--- config.mk ---
export PLATFORM = sky130hd
export DESIGN_NAME = cic_array_sched
export DESIGN_NICKNAME = d
export VERILOG_FILES = /design/src/rtl/cic_array_sched.sv
export SDC_FILE = /design/constraint.sdc
export NUM_CORES = 1
export LEC_CHECK = 0
export ABC_AREA = 1
export CORE_UTILIZATION = 45
export CTS_BUF_LIST = sky130_fd_sc_hd__clkbuf_8
export DETAILED_ROUTE_END_ITERATION = 16
export PLACE_DENSITY = 0.72
export SKIP_LAST_GASP = 1
export SLEW_MARGIN = 25
export SYNTH_ARGS = -nofsm -noshare
export SYNTH_HDL_FRONTEND = slang
export SYNTH_SLANG_ARGS = --single-unit
--- constraint.sdc ---
create_clock -name clk -period 2.3 [get_ports clk]
set_input_delay 0.46 -clock clk [delete_from_list [all_inputs] [get_ports clk]]
set_output_delay 0.46 -clock clk [all_outputs]
set_load 0.1 [all_outputs]
--- src/rtl/cic_array_sched.sv ---
// Configuration sequencer and round-robin output serialiser for an array of CIC decimators.
// Define CIC_SCHED_TSTAMP_EN to add the m_tstamp output, which carries the capture cycle of each sample.
module cic_array_sched #(
    parameter int         NUM_CH     = 4,
    parameter int         CH_W       = 2,
    parameter int         DATA_W     = 32,
    parameter int         RST_CYCLES = 4,
    parameter logic [2:0] DEF_COMB   = 3'd1,
    parameter logic [7:0] DEF_DEC    = 8'd63
) (
    input  logic                       clk,
    input  logic                       rst,
    input  logic [2:0]                 cfg_comb_num,
    input  logic [7:0]                 cfg_dec_num,
    input  logic                       cfg_load,
    output logic                       cic_rst,
    output logic [2:0]                 cic_comb_num,
    output logic [7:0]                 cic_dec_num,
    input  logic [NUM_CH*DATA_W-1:0]   ch_data,
    input  logic [NUM_CH-1:0]          ch_valid,
    output logic [DATA_W-1:0]          m_data,
    output logic [CH_W-1:0]            m_chan,
    output logic                       m_valid,
    input  logic                       m_ready,
    output logic [NUM_CH-1:0]          overrun,
    input  logic                       overrun_clr,
    output logic                       busy
`ifdef CIC_SCHED_TSTAMP_EN
   ,output logic [31:0]                m_tstamp
`endif
);

    localparam int CNT_W = $clog2(RST_CYCLES + 1);

    // state | meaning
    // HOLD  | CIC array held in reset for RST_CYCLES cycles
    // RUN   | capturing channel pulses and serialising them
    // DRAIN | flushing pending samples before a config change
    typedef enum logic [1:0] {HOLD, RUN, DRAIN} state_t;

    state_t              r_state;
    state_t              w_state_nxt;
    logic [CNT_W-1:0]    r_cnt;
    logic [2:0]          r_sh_comb;
    logic [7:0]          r_sh_dec;
    logic [DATA_W-1:0]   r_hold [NUM_CH];
    logic [NUM_CH-1:0]   r_pend;
    logic [CH_W-1:0]     r_ptr;

    logic                w_free;
    logic                w_any;
    logic [CH_W:0]       w_idx;
    logic [CH_W-1:0]     w_gidx;
    logic [CH_W-1:0]     w_ptr_nxt;
    logic [NUM_CH-1:0]   w_gnt;
    logic [NUM_CH-1:0]   w_cap;
    logic [NUM_CH-1:0]   w_ovset;

    always_ff @(posedge clk) begin
        if (rst) r_state <= HOLD;
        else     r_state <= w_state_nxt;
    end

    always_comb begin
        w_state_nxt = r_state;
        case (r_state)
            HOLD:    if (r_cnt == '0) w_state_nxt = RUN;
            RUN:     if (cfg_load) w_state_nxt = DRAIN;
            DRAIN:   if (r_pend == '0 && !m_valid) w_state_nxt = HOLD;
            default: w_state_nxt = HOLD;
        endcase
    end

    assign busy  = (r_state != RUN);
    assign w_cap = (r_state == RUN) ? ch_valid : '0;

    // Round-robin search starting at the pointer, wrapping at NUM_CH.
    always_comb begin
        w_free = !m_valid || m_ready;
        w_any  = 1'b0;
        w_gidx = '0;
        w_idx  = '0;
        for (int i = 0; i < NUM_CH; i++) begin
            w_idx = {1'b0, r_ptr} + (CH_W+1)'(i);
            if (w_idx >= (CH_W+1)'(NUM_CH)) w_idx = w_idx - (CH_W+1)'(NUM_CH);
            if (!w_any && r_pend[w_idx[CH_W-1:0]]) begin
                w_any  = 1'b1;
                w_gidx = w_idx[CH_W-1:0];
            end
        end
        w_gnt = '0;
        if (w_free && w_any) w_gnt[w_gidx] = 1'b1;
        w_ptr_nxt = (w_gidx == CH_W'(NUM_CH-1)) ? '0 : w_gidx + CH_W'(1);
        w_ovset   = w_cap & r_pend & ~w_gnt;
    end

    always_ff @(posedge clk) begin
        if (rst) begin
            r_pend  <= '0;
            r_ptr   <= '0;
            m_valid <= 1'b0;
            m_data  <= '0;
            m_chan  <= '0;
            overrun <= '0;
            for (int k = 0; k < NUM_CH; k++) r_hold[k] <= '0;
        end else begin
            if (w_free) begin
                if (w_any) begin
                    m_valid <= 1'b1;
                    m_data  <= r_hold[w_gidx];
                    m_chan  <= w_gidx;
                    r_ptr   <= w_ptr_nxt;
                end else begin
                    m_valid <= 1'b0;
                end
            end
            // A grant reads the old held value even if the same channel captures this cycle.
            for (int k = 0; k < NUM_CH; k++)
                if (w_cap[k]) r_hold[k] <= ch_data[k*DATA_W +: DATA_W];
            r_pend  <= (r_pend & ~w_gnt) | w_cap;
            overrun <= (overrun & ~{NUM_CH{overrun_clr}}) | w_ovset;
        end
    end

    always_ff @(posedge clk) begin
        if (rst) begin
            r_cnt        <= CNT_W'(RST_CYCLES - 1);
            cic_rst      <= 1'b1;
            cic_comb_num <= DEF_COMB;
            cic_dec_num  <= DEF_DEC;
            r_sh_comb    <= DEF_COMB;
            r_sh_dec     <= DEF_DEC;
        end else begin
            case (r_state)
                HOLD: begin
                    if (r_cnt == '0) cic_rst <= 1'b0;
                    else             r_cnt   <= r_cnt - CNT_W'(1);
                end
                RUN: begin
                    if (cfg_load) begin
                        r_sh_comb <= cfg_comb_num;
                        r_sh_dec  <= cfg_dec_num;
                    end
                end
                DRAIN: begin
                    if (w_state_nxt == HOLD) begin
                        cic_comb_num <= r_sh_comb;
                        cic_dec_num  <= r_sh_dec;
                        cic_rst      <= 1'b1;
                        r_cnt        <= CNT_W'(RST_CYCLES - 1);
                    end
                end
                default: ;
            endcase
        end
    end

`ifdef CIC_SCHED_TSTAMP_EN
    logic [31:0] r_tcnt;
    logic [31:0] r_hold_ts [NUM_CH];

    always_ff @(posedge clk) begin
        if (rst) begin
            r_tcnt   <= '0;
            m_tstamp <= '0;
            for (int k = 0; k < NUM_CH; k++) r_hold_ts[k] <= '0;
        end else begin
            r_tcnt <= r_tcnt + 32'd1;
            if (w_free && w_any) m_tstamp <= r_hold_ts[w_gidx];
            for (int k = 0; k < NUM_CH; k++)
                if (w_cap[k]) r_hold_ts[k] <= r_tcnt;
        end
    end
`endif

endmodule

-- After elaboration in Yosys (flattened, before gate mapping)
Memory sizes are Yosys's and may differ from the RTL's. A register that Yosys moved wholly into a read port is not among the register bits.
Index checks and enable logic that the tools add are counted.
- $add $sub $neg: 9
- order comparisons: 10
- equality and inequality tests: 7
- multiplexer cells: 54
- bitwise gates (word level): 12
- reduce and logical (&&, ||, !) cells: 21
- operator list (cell ; count):
    $mux W32 ; 4
    $mux W1 ; 26
    $mux W2 ; 12
    $and A4 B4 Y4 ; 4
    $lt A2 B3 Y1 const B ; 5
    $ge A3 B3 Y1 const B ; 3
    $bmux W1 S2 ; 4
    $mux W4 ; 2
    $not A4 Y4 ; 2
    $or A4 B4 Y4 ; 2
    $sub A2 B1 Y2 const B ; 4
    $add A2 B2 Y3 const B ; 2
    $logic_and A1 B1 Y1 ; 6
    $mux W3 ; 2
    $ne A2 B2 Y1 const B ; 3
    $pmux W2 S3 ; 1
    $pmux W3 S2 ; 1
    $reduce_and A2 Y1 ; 3
    $reduce_and A3 Y1 ; 2
    $eq A2 B2 Y1 const B ; 2
    $logic_not A1 Y1 ; 4
    $logic_not A2 Y1 ; 2
    $logic_not A4 Y1 ; 1
    $or A1 B1 Y1 ; 4
    12 further kinds ; 12
- bits in registers: 41
- memory bits (writable): 128
- bits of input ports: 148
- output and inout port bits: 52
- logic and storage cells: 126
- memories: 1
- memories (name ; words ; width ; read ports ; clocked after Yosys merged registers in ; wr ports ; RTL line ; RTL):
    r_hold ; 4 ; 32 ; 1 ; 1 ; 4 ; 46 ; logic [DATA_W-1:0] r_hold [NUM_CH];

-- Longest topological paths before layout
Gate-level depths: netlist (run 1).
- depth in word-level cells: 22
- depth in mapped cells: 17
- mapped depth without buffers: 15

-- Worst setup path before layout (run 1)
Ideal clock, no wire load.
- path kind: reg2reg
- from: register r_state[0]
- to: register r_sh_comb[0]
- library setup time: 129 ps
- arrival: 2039 ps
- required time: 2171 ps
- path slack: 132 ps
- stages on the path, launching flop included: 9
- buffers on the path: 1
- clock period less this slack: 2168 ps
- cell sequence: dfxtp_1 inv_1 nor2_2 inv_1 nor2_1 inv_1 clkbuf_1 nand2_1 nand3_1
- longest elaborated chain between the ends: 2
- ends and longest elaborated chain (what ; RTL line ; RTL):
    start, declared ; 41 ; state_t r_state;
    start signal, assigned ; 61 ; else r_state <= w_state_nxt;
    $eq A2 B1 Y1 ; 134 ; case (r_state)
    $reduce_and A2 Y1 (no line) ; - ;
    end signal, assigned ; 141 ; r_sh_comb <= cfg_comb_num;
    end, declared ; 44 ; logic [2:0] r_sh_comb;
No other way between the ends.
A chain may end at the register's enable or synchronous reset.

-- Final worst setup path (run 1)
- from: register r_state[0]
- to: output busy
- longest elaborated chain between the ends: 1
- ends and longest elaborated chain (what ; RTL line ; RTL):
    $ne A2 B1 Y1 ; 74 ; assign busy = (r_state != RUN);
    end, declared ; 27 ; output logic busy
No other way between the ends.

==> results of run 1 <==
==> critical path, cell delays in order (launching register included) <==
cell	delay (ps)
dfxtp_1	370
inv_1	80
nor2_2	340
inv_1	100
buf_4	250
==> through the flow <==
step           area, µm²  hold slack [ps]  std cells  worst slack (ps)  util (%)
5_1_grt            12200              369       1628              16.2      62.1
4_1_cts            12200              328       1626               134      61.9
2_1_floorplan       9190              429       1120               132         -
3_5_place_dp       11500              443       1562             -20.5      58.3
3_3_place_gp       11500              438       1562               120      58.3
6_report           12200              348       1628               187      62.1
==> kinds of logic (layout without fill, tap and decap cells) <==
group / after synthesis / after routing / synth area share (%)
AO/OA/AOI/OAI: 49 / 49 / 3.14
XOR/XNOR: 1 / 1 / 0.0953
adder cells (fa/ha/maj): 6 / 6 / 0.817
buffers and inverters: 256 / 498 / 11.3
flip-flops: 201 / 201 / 57.7
other: 0 / 1 / 0
AND/OR/NAND/NOR: 607 / 607 / 26.9
==> what timing repair did <==
item | CTS | global route
resized for setup | 1 | 4
pin swaps | 0 | 0
gates cloned | 0 | 1
endpoints found under the setup margin | 6 | 16
==> area by class of cell <==
type,instances,area (µm²)
flip-flops and latches,201,5310
clock inverters,26,186
multi-input cells,663,2890
diodes,1,2.50
clock buffers,38,523
repair buffers,227,2220
well taps,265,332
inverters,207,779
fillers,1714,7470
==> power breakdown <==
group / leakage (nW) / internal (mW) / switching, mW
clock: 0.405 / 1.87 / 1.44
combinational: 3.43 / 1.78 / 4.16
sequential: 1.92 / 4.24 / 0.203
==> flip-flops by register name (all words and copies together) (netlist names) <==
| register | cells |
|---|---|
| r_cnt | 3 |
| m_chan | 2 |
| cic_comb_num | 3 |
| r_hold | 128 |
| m_valid | 1 |
| r_sh_dec | 8 |
| overrun | 4 |
| r_pend | 4 |
| cic_rst | 1 |
| m_data | 32 |
| r_state | 2 |
| r_sh_comb | 3 |
| r_ptr | 2 |
| cic_dec_num | 8 |
==> synthesized netlist by cell type <==
cell type	instances	share of area, %
nor2_1	258	11
nand2_1	250	10
inv_1	202	8.3
edfxtp_1	128	42
dfxtp_1	73	16
nand3_1	65	3.5
clkbuf_1	27	1.1
o21ai_0	19	1.0
a21oi_1	14	0.76
nand3b_1	11	0.90
a21oi_2	10	0.95
buf_2	9	0.49
buf_4	7	0.57
nor2_2	7	0.48
ha_1	6	0.82
nand2_2	6	0.41
buf_6	5	0.61
inv_2	4	0.16
o22ai_1	4	0.27
nand3_2	3	0.33
nor3_1	2	0.11
a31oi_1	1	0.068
buf_1	1	0.041
clkinv_1	1	0.041
nand4_1	1	0.068
nor2_4	1	0.12
nor3_2	1	0.11
nor4_1	1	0.068
o21ai_1	1	0.054
or2_2	1	0.068
xor2_1	1	0.095
==> metal layers <==
layer,up-vias,global-route usage (%),routed length (µm)
li1,3847,-,-
met1,3504,26.8,9630
met2,245,39.4,11700
met3,55,4.87,1470
met4,0,8.72,690
met5,-,0,0
==> final timing paths <==
path                from              to  slack, ps  cells after the start
max           r_state[0]            busy        190                      4
min                  rst  cic_dec_num[0]        350                      3
max reg2reg     r_ptr[0]       r_pend[2]        230                     14
min reg2reg  r_sh_dec[7]     r_sh_dec[7]        450                      2
==> results by group, run 1 <==
Timing
  • Crit share post-route: 91.9%
  • Final hold violations: 0
  • Clock skew: 30.9 ps
  • Slew at the pin closest to its max-slew limit: 528 ps
  • Peak Freq: 473 MHz
  • RSZ-0062 raised after global routing: false
  • Final setup viols: 0
  • Crit path time final: 2110 ps
  • Final max-slew violation count: 0
  • Slew HR: 64.8%
  • Setup tns final: 0 ps

Drt
  • DR vias/cell: 4.70
  • Vias: 7,651
  • DRT Wirelength: 23.5 mm
  • Post-route ant nets: 0
  • Pre-Repair DR Iteration Count: 5
  • Wire per inst: 14.4 µm
  • Remaining DRCs: 0
  • 1st-iter DRT viols: 369

Worst setup path
  • Critical path arrival: 1650 ps
  • Required @ worst endpoint: 1840 ps
  • Crit end category: output pin
  • CP max FO: 8
  • WS Path Type: flop to output pin
  • Worst setup SP type: flop

GRT
  • Initial antenna violation count: 1
  • Largest net degree at the start of global routing: 44
  • First-pass GRT wire length: 37.5 mm
  • Grt total ovfl: 0
  • Tot GR Track Use: 22.5%
  • Vias in the first global route: 7,650

Clock tree
  • Root buffer cell: clkbuf_8
  • Setup bufs post-CTS: 0
  • Clk buf depth: 3
  • Clock Sinks: 201
  • Hold buffer count at CTS: 0
  • CTS tree: done
  • TritonCTS Buffers: 36
  • Worst skew pair latency: 520 ps
  • CTS clk-pin slew, worst paths: 60 ps
  • H-tree depth: 2

Synthesis
  • Avg Inst Size Synth: 8.21 µm²
  • Post-Syn Area: 0.00919 mm²
  • Register area share after synthesis: 57.7%
  • Synthesis warning total: 0
  • Net Count, Synth: 1,274
  • Library cells used by synthesis: 31
  • Yosys reg bits: 201
  • Synth Instances: 1,120

Power
  • Tot Pwr: 13.7 mW
  • Worst-case vdd ir drop: 0.750 mV
  • Static Leak: 5.76 nW
  • Pwr Density: 1120 mW/mm²

Placed design
  • Port Buffers: 199
  • Post-DP HPWL: 15.7 mm
  • RePlAce Congestion: 0.820

Layout
  • Area Growth Syn to Fin: 33.2%
  • Share of cells above drive strength 1: 12.5%
  • Nets: 1,490
  • Commonest non-fill, non-tap cell in the layout: nor2_1
  • Most frequent cells in the layout: 257 x nor2_1, 246 x nand2_1, 213 x inv_1

Die
  • Core area: 0.0197 mm²
  • Starting Density: 46.6%
  • Die Wd: 145 µm
  • Die ar.: 0.0210 mm²
  • Die height: 145 µm
  • Top-level I/O count: 200
  • Row cnt: 51

Worst hold path
  • Min-Delay Path Class: input port to flop

Run status
  • Outcome: complete, no violations

Run
  • Max_cap viols: 0
(Power assumes the default switching activity.)
==> run 2, diff against run 1 <==
--- a/config.mk
+++ b/config.mk
@@ -9,6 +9,7 @@
 export CORE_UTILIZATION = 45
 export CTS_BUF_LIST = sky130_fd_sc_hd__clkbuf_8
 export DETAILED_ROUTE_END_ITERATION = 16
+export GPL_TIMING_DRIVEN = 0
 export PLACE_DENSITY = 0.72
 export SKIP_LAST_GASP = 1
 export SLEW_MARGIN = 25
==> results by group, run 2 (same netlist as run 1, synthesis figures left out) <==
Run status
  • Outcome: complete, no violations (unchanged)

Timing
  • Worst hold slack: 439 ps (was 348 ps)
  • Crit share post-route: 97.3% (was 91.9%)
  • Peak Freq: 447 MHz (was 473 MHz)
  • Setup tns final: 0 ps (unchanged)
  • Final max-slew violation count: 0 (unchanged)
  • Slew at the pin closest to its max-slew limit: 1060 ps (was 528 ps)
  • Final setup viols: 0 (unchanged)
  • Crit path time final: 2240 ps (was 2110 ps)
  • Final hold violations: 0 (unchanged)
  • RSZ-0062 raised after global routing: true (was false)
  • Slew HR: 29.4% (was 64.8%)
  • Clock skew: 13.5 ps (was 30.9 ps)

Clock tree
  • Root buffer cell: clkbuf_8 (unchanged)
  • H-tree depth: 2 (unchanged)
  • CTS clk-pin slew, worst paths: 60 ps (about the same)
  • TritonCTS Buffers: 34 (was 36)
  • Clk buf depth: 3 (unchanged)
  • Clock Sinks: 201 (unchanged)
  • Worst skew pair latency: 520 ps (about the same)
  • Hold buffer count at CTS: 0 (unchanged)
  • CTS tree: done (unchanged)

Die
  • Row cnt: 51 (unchanged)
  • Starting Density: 46.6% (unchanged)
  • Die height: 145 µm (unchanged)
  • Top-level I/O count: 200 (unchanged)
  • Die Wd: 145 µm (unchanged)
  • Core area: 0.0197 mm² (unchanged)
  • Die ar.: 0.0210 mm² (unchanged)

Worst setup path
  • CP Cell Sequence: inv_1 > nor2_2 > inv_1 > clkbuf_2 (was inv_1 > nor2_2 > inv_1 > buf_4)
  • Crit. Startpoint: r_state[0] (unchanged)
  • Crit end category: output pin (unchanged)
  • CP max FO: 10 (was 8)
  • R2R cell count: 12 (was 14)
  • Worst setup SP type: flop (unchanged)
  • Slowest cell delay on critical path: 390 ps (was 370 ps)
  • Most used cell, CP: inv_1 (unchanged)
  • RR Startpoint: r_ptr[0] (unchanged)
  • Crit path capture: busy (unchanged)
  • WP depth: 4 (unchanged)
  • Setup slack, reg-to-reg: 160 ps (was 230 ps)
  • WS Path Type: flop to output pin (unchanged)
  • Required @ worst endpoint: 1840 ps (about the same)
  • Reg-to-reg endpoint: m_data[20] (was r_pend[2])
  • Crit path buf inv count: 3 (unchanged)
  • Worst path slowest cell: clkbuf_2 (was dfxtp_1)
  • Critical path arrival: 1780 ps (was 1650 ps)
  • Cell family with most CP delay: buffers and inverters (unchanged)

Drt
  • 1st-iter DRT viols: 517 (was 369)
  • Wire per inst: 15.2 µm (was 14.4 µm)
  • DRT Wirelength: 25.0 mm (was 23.5 mm)
  • Vias: 7,744 (was 7,651)
  • Post-route ant nets: 0 (unchanged)
  • Remaining DRCs: 0 (unchanged)
  • Pre-Repair DR Iteration Count: 5 (unchanged)
  • DR vias/cell: 4.69 (was 4.70)

Power
  • Pwr Density: 1120 mW/mm² (about the same)
  • Worst-case vdd ir drop: 0.548 mV (was 0.750 mV)
  • Psw: 5.96 mW (was 5.80 mW)
  • Static Leak: 5.84 nW (was 5.76 nW)
  • Int Power: 7.80 mW (was 7.89 mW)
  • Net Sw Frac: 43.3% (was 42.4%)
  • Combinational Power Share: 45.5% (was 43.4%)
  • Flop pwr share: 32.1% (was 32.5%)
  • Clock share of power: 22.4% (was 24.1%)

GRT
  • Largest net degree at the start of global routing: 24 (was 44)
  • Initial antenna violation count: 0 (was 1)
  • Grt total ovfl: 0 (unchanged)
  • Vias in the first global route: 7,613 (was 7,650)
  • First-pass GRT wire length: 39.1 mm (was 37.5 mm)
  • Tot GR Track Use: 24.2% (was 22.5%)

Layout
  • Commonest non-fill, non-tap cell in the layout: nor2_1 (unchanged)
  • Nets: 1,514 (was 1,490)
  • Diodes inserted: 0 (was 1)
  • Register with the most flip-flops: r_hold (unchanged)
  • Most frequent cells in the layout: 257 x nor2_1, 245 x nand2_1, 217 x inv_1 (was 257 x nor2_1, 246 x nand2_1, 213 x inv_1)
  • Filler Cells Inserted: 1,735 (was 1,714)
  • Largest register FFs: 128 (unchanged)
  • Area Growth Syn to Fin: 33.5% (was 33.2%)
  • Regs by FF count: r_hold x128, m_data x32 (unchanged)
  • Share of cells above drive strength 1: 8.01% (was 12.5%)

Worst hold path
  • Min-Delay Path Class: input port to flop (unchanged)
  • Hold Crit Depth: 3 (unchanged)

Placed design
  • RePlAce Congestion: 0.841 (was 0.820)
  • Port Buffers: 198 (was 199)
  • Post-DP HPWL: 18.0 mm (was 15.7 mm)

Run
  • Max_cap viols: 0 (unchanged)
-- run 2: changes by cell type in the layout (fill, tap and decap cells not counted), sizes merged --
cell         previous run  this run
dlygate4sd2             0        51
inv                   217       220
clkinv                 13         9
bufinv                  3         1
clkbuf                 39        68
buf                    80        27
diode                   1         0
-- run 2: worst min path at each step --
stage                       startpoint            to  slack, ps
after floorplan           r_sh_comb[0]  r_sh_comb[0]        430
after global placement    r_sh_comb[0]  r_sh_comb[0]        440
after detailed placement   r_sh_dec[1]   r_sh_dec[1]        440
after CTS                          rst       cic_rst        420
after global routing       r_sh_dec[6]   r_sh_dec[6]        480
final                              rst       cic_rst        440
-- run 2: per-stage QoR --
| step | total power, mW | setup WS [ps] | utilization, % | instance area, µm² | instances |
|---|---|---|---|---|---|
| floorplan | 8.88 | 132 | - | 9190 | 1120 |
| global placement | 10.5 | -579 | 58.3 | 11500 | 1583 |
| detailed placement | 10.6 | -230 | 58.9 | 11600 | 1587 |
| CTS | 13.5 | -146 | 61.8 | 12200 | 1648 |
| global route | 14.6 | -72.2 | 62.2 | 12300 | 1651 |
| finish | 13.8 | 62.7 | 62.2 | 12300 | 1651 |
-- run 2: power by group through the flow --
stage / clock, mW / combinational (mW) / sequential [mW]
3_5_place_dp: 0 / 6.14 / 4.50
3_3_place_gp: 0 / 6.02 / 4.50
2_1_floorplan: 0 / 3.22 / 5.67
5_1_grt: 3.27 / 6.84 / 4.46
6_report: 3.08 / 6.26 / 4.42
4_1_cts: 3.12 / 6.01 / 4.42
-- run 2: area by class of cell --
cell class              instances  area (µm²)  share of cell area [%]
clock buffers                  39         537                    4.38
well taps                     265         332                    2.70
repair buffers                205        2050                    16.7
plain buffers                  48         268                    2.18
flip-flops and latches        201        5310                    43.3
inverters                     207         782                    6.37
clock inverters                23         113                   0.918
multi-input cells             663        2880                    23.5
-- run 2: worst min-delay path, cell delays in order --
cell      delay [ps]
clkbuf_1         170
nor2_1           210
nand2_1           60
-- run 2: layer usage --
layer / part of all wire [%] / track usage (%)
met1: 42 / 30.7
met5: 0 / 0
met4: 2.9 / 9.10
met3: 7.4 / 4.43
met2: 48 / 40.9
-- run 2: repair_timing --
item | CTS | global route
endpoints found under the setup margin | 57 | 23
setup buffers | 0 | 2
resized for setup | 57 | 15
cloned | 0 | 1
pin swaps | 1 | 2
==> run 3, diff against run 2 <==
--- a/config.mk
+++ b/config.mk
@@ -5,12 +5,11 @@
 export SDC_FILE = /design/constraint.sdc
 export NUM_CORES = 1
 export LEC_CHECK = 0
-export ABC_AREA = 1
 export CORE_UTILIZATION = 45
 export CTS_BUF_LIST = sky130_fd_sc_hd__clkbuf_8
 export DETAILED_ROUTE_END_ITERATION = 16
 export GPL_TIMING_DRIVEN = 0
-export PLACE_DENSITY = 0.72
+export PLACE_DENSITY = 0.73
 export SKIP_LAST_GASP = 1
 export SLEW_MARGIN = 25
 export SYNTH_ARGS = -nofsm -noshare
==> results by group, run 3 <==
Run status
  • Outcome: complete, no violations (unchanged)

Placed design
  • RePlAce Congestion: 0.783 (was 0.841)
  • Port Buffers: 198 (unchanged)
  • Post-DP HPWL: 15.9 mm (was 18.0 mm)

Timing
  • Slew HR: 30.3% (was 29.4%)
  • Clock skew: 23.8 ps (was 13.5 ps)
  • Final setup viols: 0 (unchanged)
  • Final hold violations: 0 (unchanged)
  • Slew at the pin closest to its max-slew limit: 1050 ps (was 1060 ps)
  • Crit share post-route: 96.9% (was 97.3%)
  • Setup tns final: 0 ps (unchanged)
  • RSZ-0062 raised after global routing: false (was true)
  • Crit path time final: 2230 ps (was 2240 ps)
  • Final max-slew violation count: 0 (unchanged)
  • Peak Freq: 449 MHz (was 447 MHz)

GRT
  • First-pass GRT wire length: 34.2 mm (was 39.1 mm)
  • Largest net degree at the start of global routing: 25 (was 24)
  • Tot GR Track Use: 23.2% (was 24.2%)
  • Vias in the first global route: 6,097 (was 7,613)
  • Initial antenna violation count: 0 (unchanged)
  • Grt total ovfl: 0 (unchanged)

Layout
  • Most frequent cells in the layout: 146 x clkdlybuf4s50_1, 128 x and3_1, 128 x edfxtp_1 (was 257 x nor2_1, 245 x nand2_1, 217 x inv_1)
  • Share of cells above drive strength 1: 13.0% (was 8.01%)
  • Commonest non-fill, non-tap cell in the layout: clkdlybuf4s50_1 (was nor2_1)
  • Largest register FFs: 128 (unchanged)
  • Area Growth Syn to Fin: 34.3% (was 33.5%)
  • Register with the most flip-flops: r_hold (unchanged)
  • Regs by FF count: r_hold x128, m_data x32 (unchanged)
  • Diodes inserted: 0 (unchanged)
  • Nets: 1,047 (was 1,514)

Drt
  • Vias: 6,157 (was 7,744)
  • Post-route ant nets: 0 (unchanged)
  • DR vias/cell: 5.35 (was 4.69)
  • Wire per inst: 19.7 µm (was 15.2 µm)
  • Pre-Repair DR Iteration Count: 5 (unchanged)
  • DRT Wirelength: 22.6 mm (was 25.0 mm)
  • 1st-iter DRT viols: 375 (was 517)
  • Remaining DRCs: 0 (unchanged)

Power
  • Tot Pwr: 9.33 mW (was 13.8 mW)
  • Static Leak: 4.82 nW (was 5.84 nW)
  • Pwr Density: 810 mW/mm² (was 1120 mW/mm²)
  • Worst-case vdd ir drop: 0.407 mV (was 0.548 mV)

Die
  • Core area: 0.0187 mm² (was 0.0197 mm²)
  • Die Wd: 140 µm (was 145 µm)
  • Die height: 140 µm (was 145 µm)
  • Top-level I/O count: 200 (unchanged)
  • Die ar.: 0.0196 mm² (was 0.0210 mm²)
  • Starting Density: 45.9% (was 46.6%)
  • Row cnt: 50 (was 51)

Synthesis
  • Post-synth EDFFs: 128 (unchanged)
  • Post-Syn Area: 0.00858 mm² (was 0.00919 mm²)
  • Yosys reg bits: 201 (unchanged)
  • Synth Instances: 655 (was 1,120)
  • Top cell type's share of synthesized area: 44.8% (was 41.8%)
  • Synthesis warning total: 0 (unchanged)
  • Area leader, netlist: edfxtp_1 (unchanged)
  • Async set-reset flop share out of synthesis: 0% (unchanged)
  • Top cells by area, synth: edfxtp_1 45%, dfxtp_1 17%, and3_1 9.3% (was edfxtp_1 42%, dfxtp_1 16%, nor2_1 11%)
  • Register area share after synthesis: 61.8% (was 57.7%)
  • Net Count, Synth: 809 (was 1,274)
  • Most frequent cells after synthesis: 128 x and3_1, 128 x edfxtp_1, 73 x dfxtp_1, 72 x mux2i_1, 68 x nand2_1 (was 258 x nor2_1, 250 x nand2_1, 202 x inv_1, 128 x edfxtp_1, 73 x dfxtp_1)
  • Top FF cell, synth: edfxtp_1 (unchanged)
  • Avg Inst Size Synth: 13.1 µm² (was 8.21 µm²)
  • Library cells used by synthesis: 39 (was 31)

Worst setup path
  • Cell family with most CP delay: buffers and inverters (unchanged)
  • Critical path arrival: 1770 ps (was 1780 ps)
  • Setup slack, reg-to-reg: 210 ps (was 160 ps)
  • Crit path buf inv count: 1 (was 3)
  • R2R cell count: 10 (was 12)
  • Slowest cell delay on critical path: 880 ps (was 390 ps)
  • RR Startpoint: r_pend[0] (was r_ptr[0])
  • Crit end category: output pin (unchanged)
  • WS Path Type: flop to output pin (unchanged)
  • Required @ worst endpoint: 1840 ps (about the same)
  • Reg-to-reg endpoint: overrun[0] (was m_data[20])
  • Worst path slowest cell: clkdlybuf4s15_1 (was clkbuf_2)
  • Crit. Startpoint: m_valid (was r_state[0])
  • CP Cell Sequence: clkdlybuf4s15_1 (was inv_1 > nor2_2 > inv_1 > clkbuf_2)
  • CP max FO: 4 (was 10)
  • Worst setup SP type: flop (unchanged)

Clock tree
  • Clk buf depth: 3 (unchanged)
  • H-tree depth: 2 (unchanged)
  • CTS tree: done (unchanged)
  • TritonCTS Buffers: 34 (unchanged)
  • CTS clk-pin slew, worst paths: 60 ps (about the same)
  • Root buffer cell: clkbuf_8 (unchanged)
  • Worst skew pair latency: 520 ps (about the same)
  • Hold buffer count at CTS: 0 (unchanged)
  • Clock Sinks: 201 (unchanged)
  • Setup bufs post-CTS: 0 (unchanged)

Run
  • Max_cap viols: 0 (unchanged)

Worst hold path
  • Hold Crit Depth: 2 (was 3)
  • Hold_sp: cic_rst (was rst)
  • Min-Delay Path Class: flop to flop (was input port to flop)
  • WHS Endpoint: cic_rst (unchanged)
## run 3: cell types whose count changed in the layout (fill, tap and decap cells not counted), moves of 30 or more
cell and change:
inv_1 -195, and3_1 +128, nand3_1 -65, nor2_1 -245
o221ai_2 +30, nand2_1 -177, mux2i_1 +72
## run 3: where the power goes
part | internal [mW] | switching, mW
Combinational | 0.734 | 1.37
Sequential | 4.15 | 0.118
Clock | 1.57 | 1.39
## run 3: per-layer routing
metal	global-route usage (%)	routed length [µm]	vias up
li1	-	-	2921
met1	30.6	9850	2934
met2	37.4	10500	268
met3	5.47	1830	34
met4	8.16	469	0
met5	0	0	-
## run 3: kinds of logic (layout without fill, tap and decap cells)
logic type               count (synthesis)  after routing  synth area share, %
XOR/XNOR                                 2              2                0.204
multiplexers                            72             72                 8.40
flip-flops                             201            201                 61.8
AND/OR/NAND/NOR                        243            243                 15.8
adder cells (fa/ha/maj)                  6              6                0.875
AO/OA/AOI/OAI                           67             67                 8.50
buffers and inverters                   64            325                 4.37
## run 3: layout make-up
class,instances,area (µm²)
Buffer,55,352
Clock inverter,19,76.3
Inverter,9,33.8
Tap cell,234,293
Timing Repair Buffer,202,2010
Clock buffer,40,551
Fill cell,1542,7180
Sequential cell,201,5310
Multi-Input combinational cell,390,2910
## run 3: how the worst max path moves through the flow
stage | cells after the start | slack, ps | to
finish | 1 | 70 | m_valid
global route | 6 | 20 | m_data[27]
CTS | 4 | -110 | busy
detailed placement | 4 | -390 | r_hold[0][13]
global placement | 3 | -1020 | r_hold[0][13]
floorplan | 7 | 180 | r_hold[0][29]
## run 3: repair_timing
item / 4_1_cts / 5_1_grt
endpoints found under the setup margin: 72 / 112
gates cloned: 0 / 0
hold endpoints to repair: 0 / 0
pin swaps: 0 / 0
resized for setup: 55 / 17
## run 3: stage by stage
stage	utilization [%]	hold WS (ps)	cells	setup WS, ps	instance area, µm²
2_1_floorplan	-	435	655	182	8580
3_3_place_gp	58.0	435	1087	-1020	10900
3_5_place_dp	58.6	438	1091	-392	11000
4_1_cts	61.6	445	1150	-108	11500
5_1_grt	61.6	469	1150	16.0	11500
6_report	61.6	444	1150	70.8	11500
## run 3: worst reg2reg max path, delay by kind of cell (launching register included)
family | cells | cell delay (ps)
adders and majority gates | 1 | 130
DFF | 1 | 450
and+or+nand+nor | 1 | 60
buffers and inverters | 4 | 590
AOI/OAI and AO/OA | 4 | 750
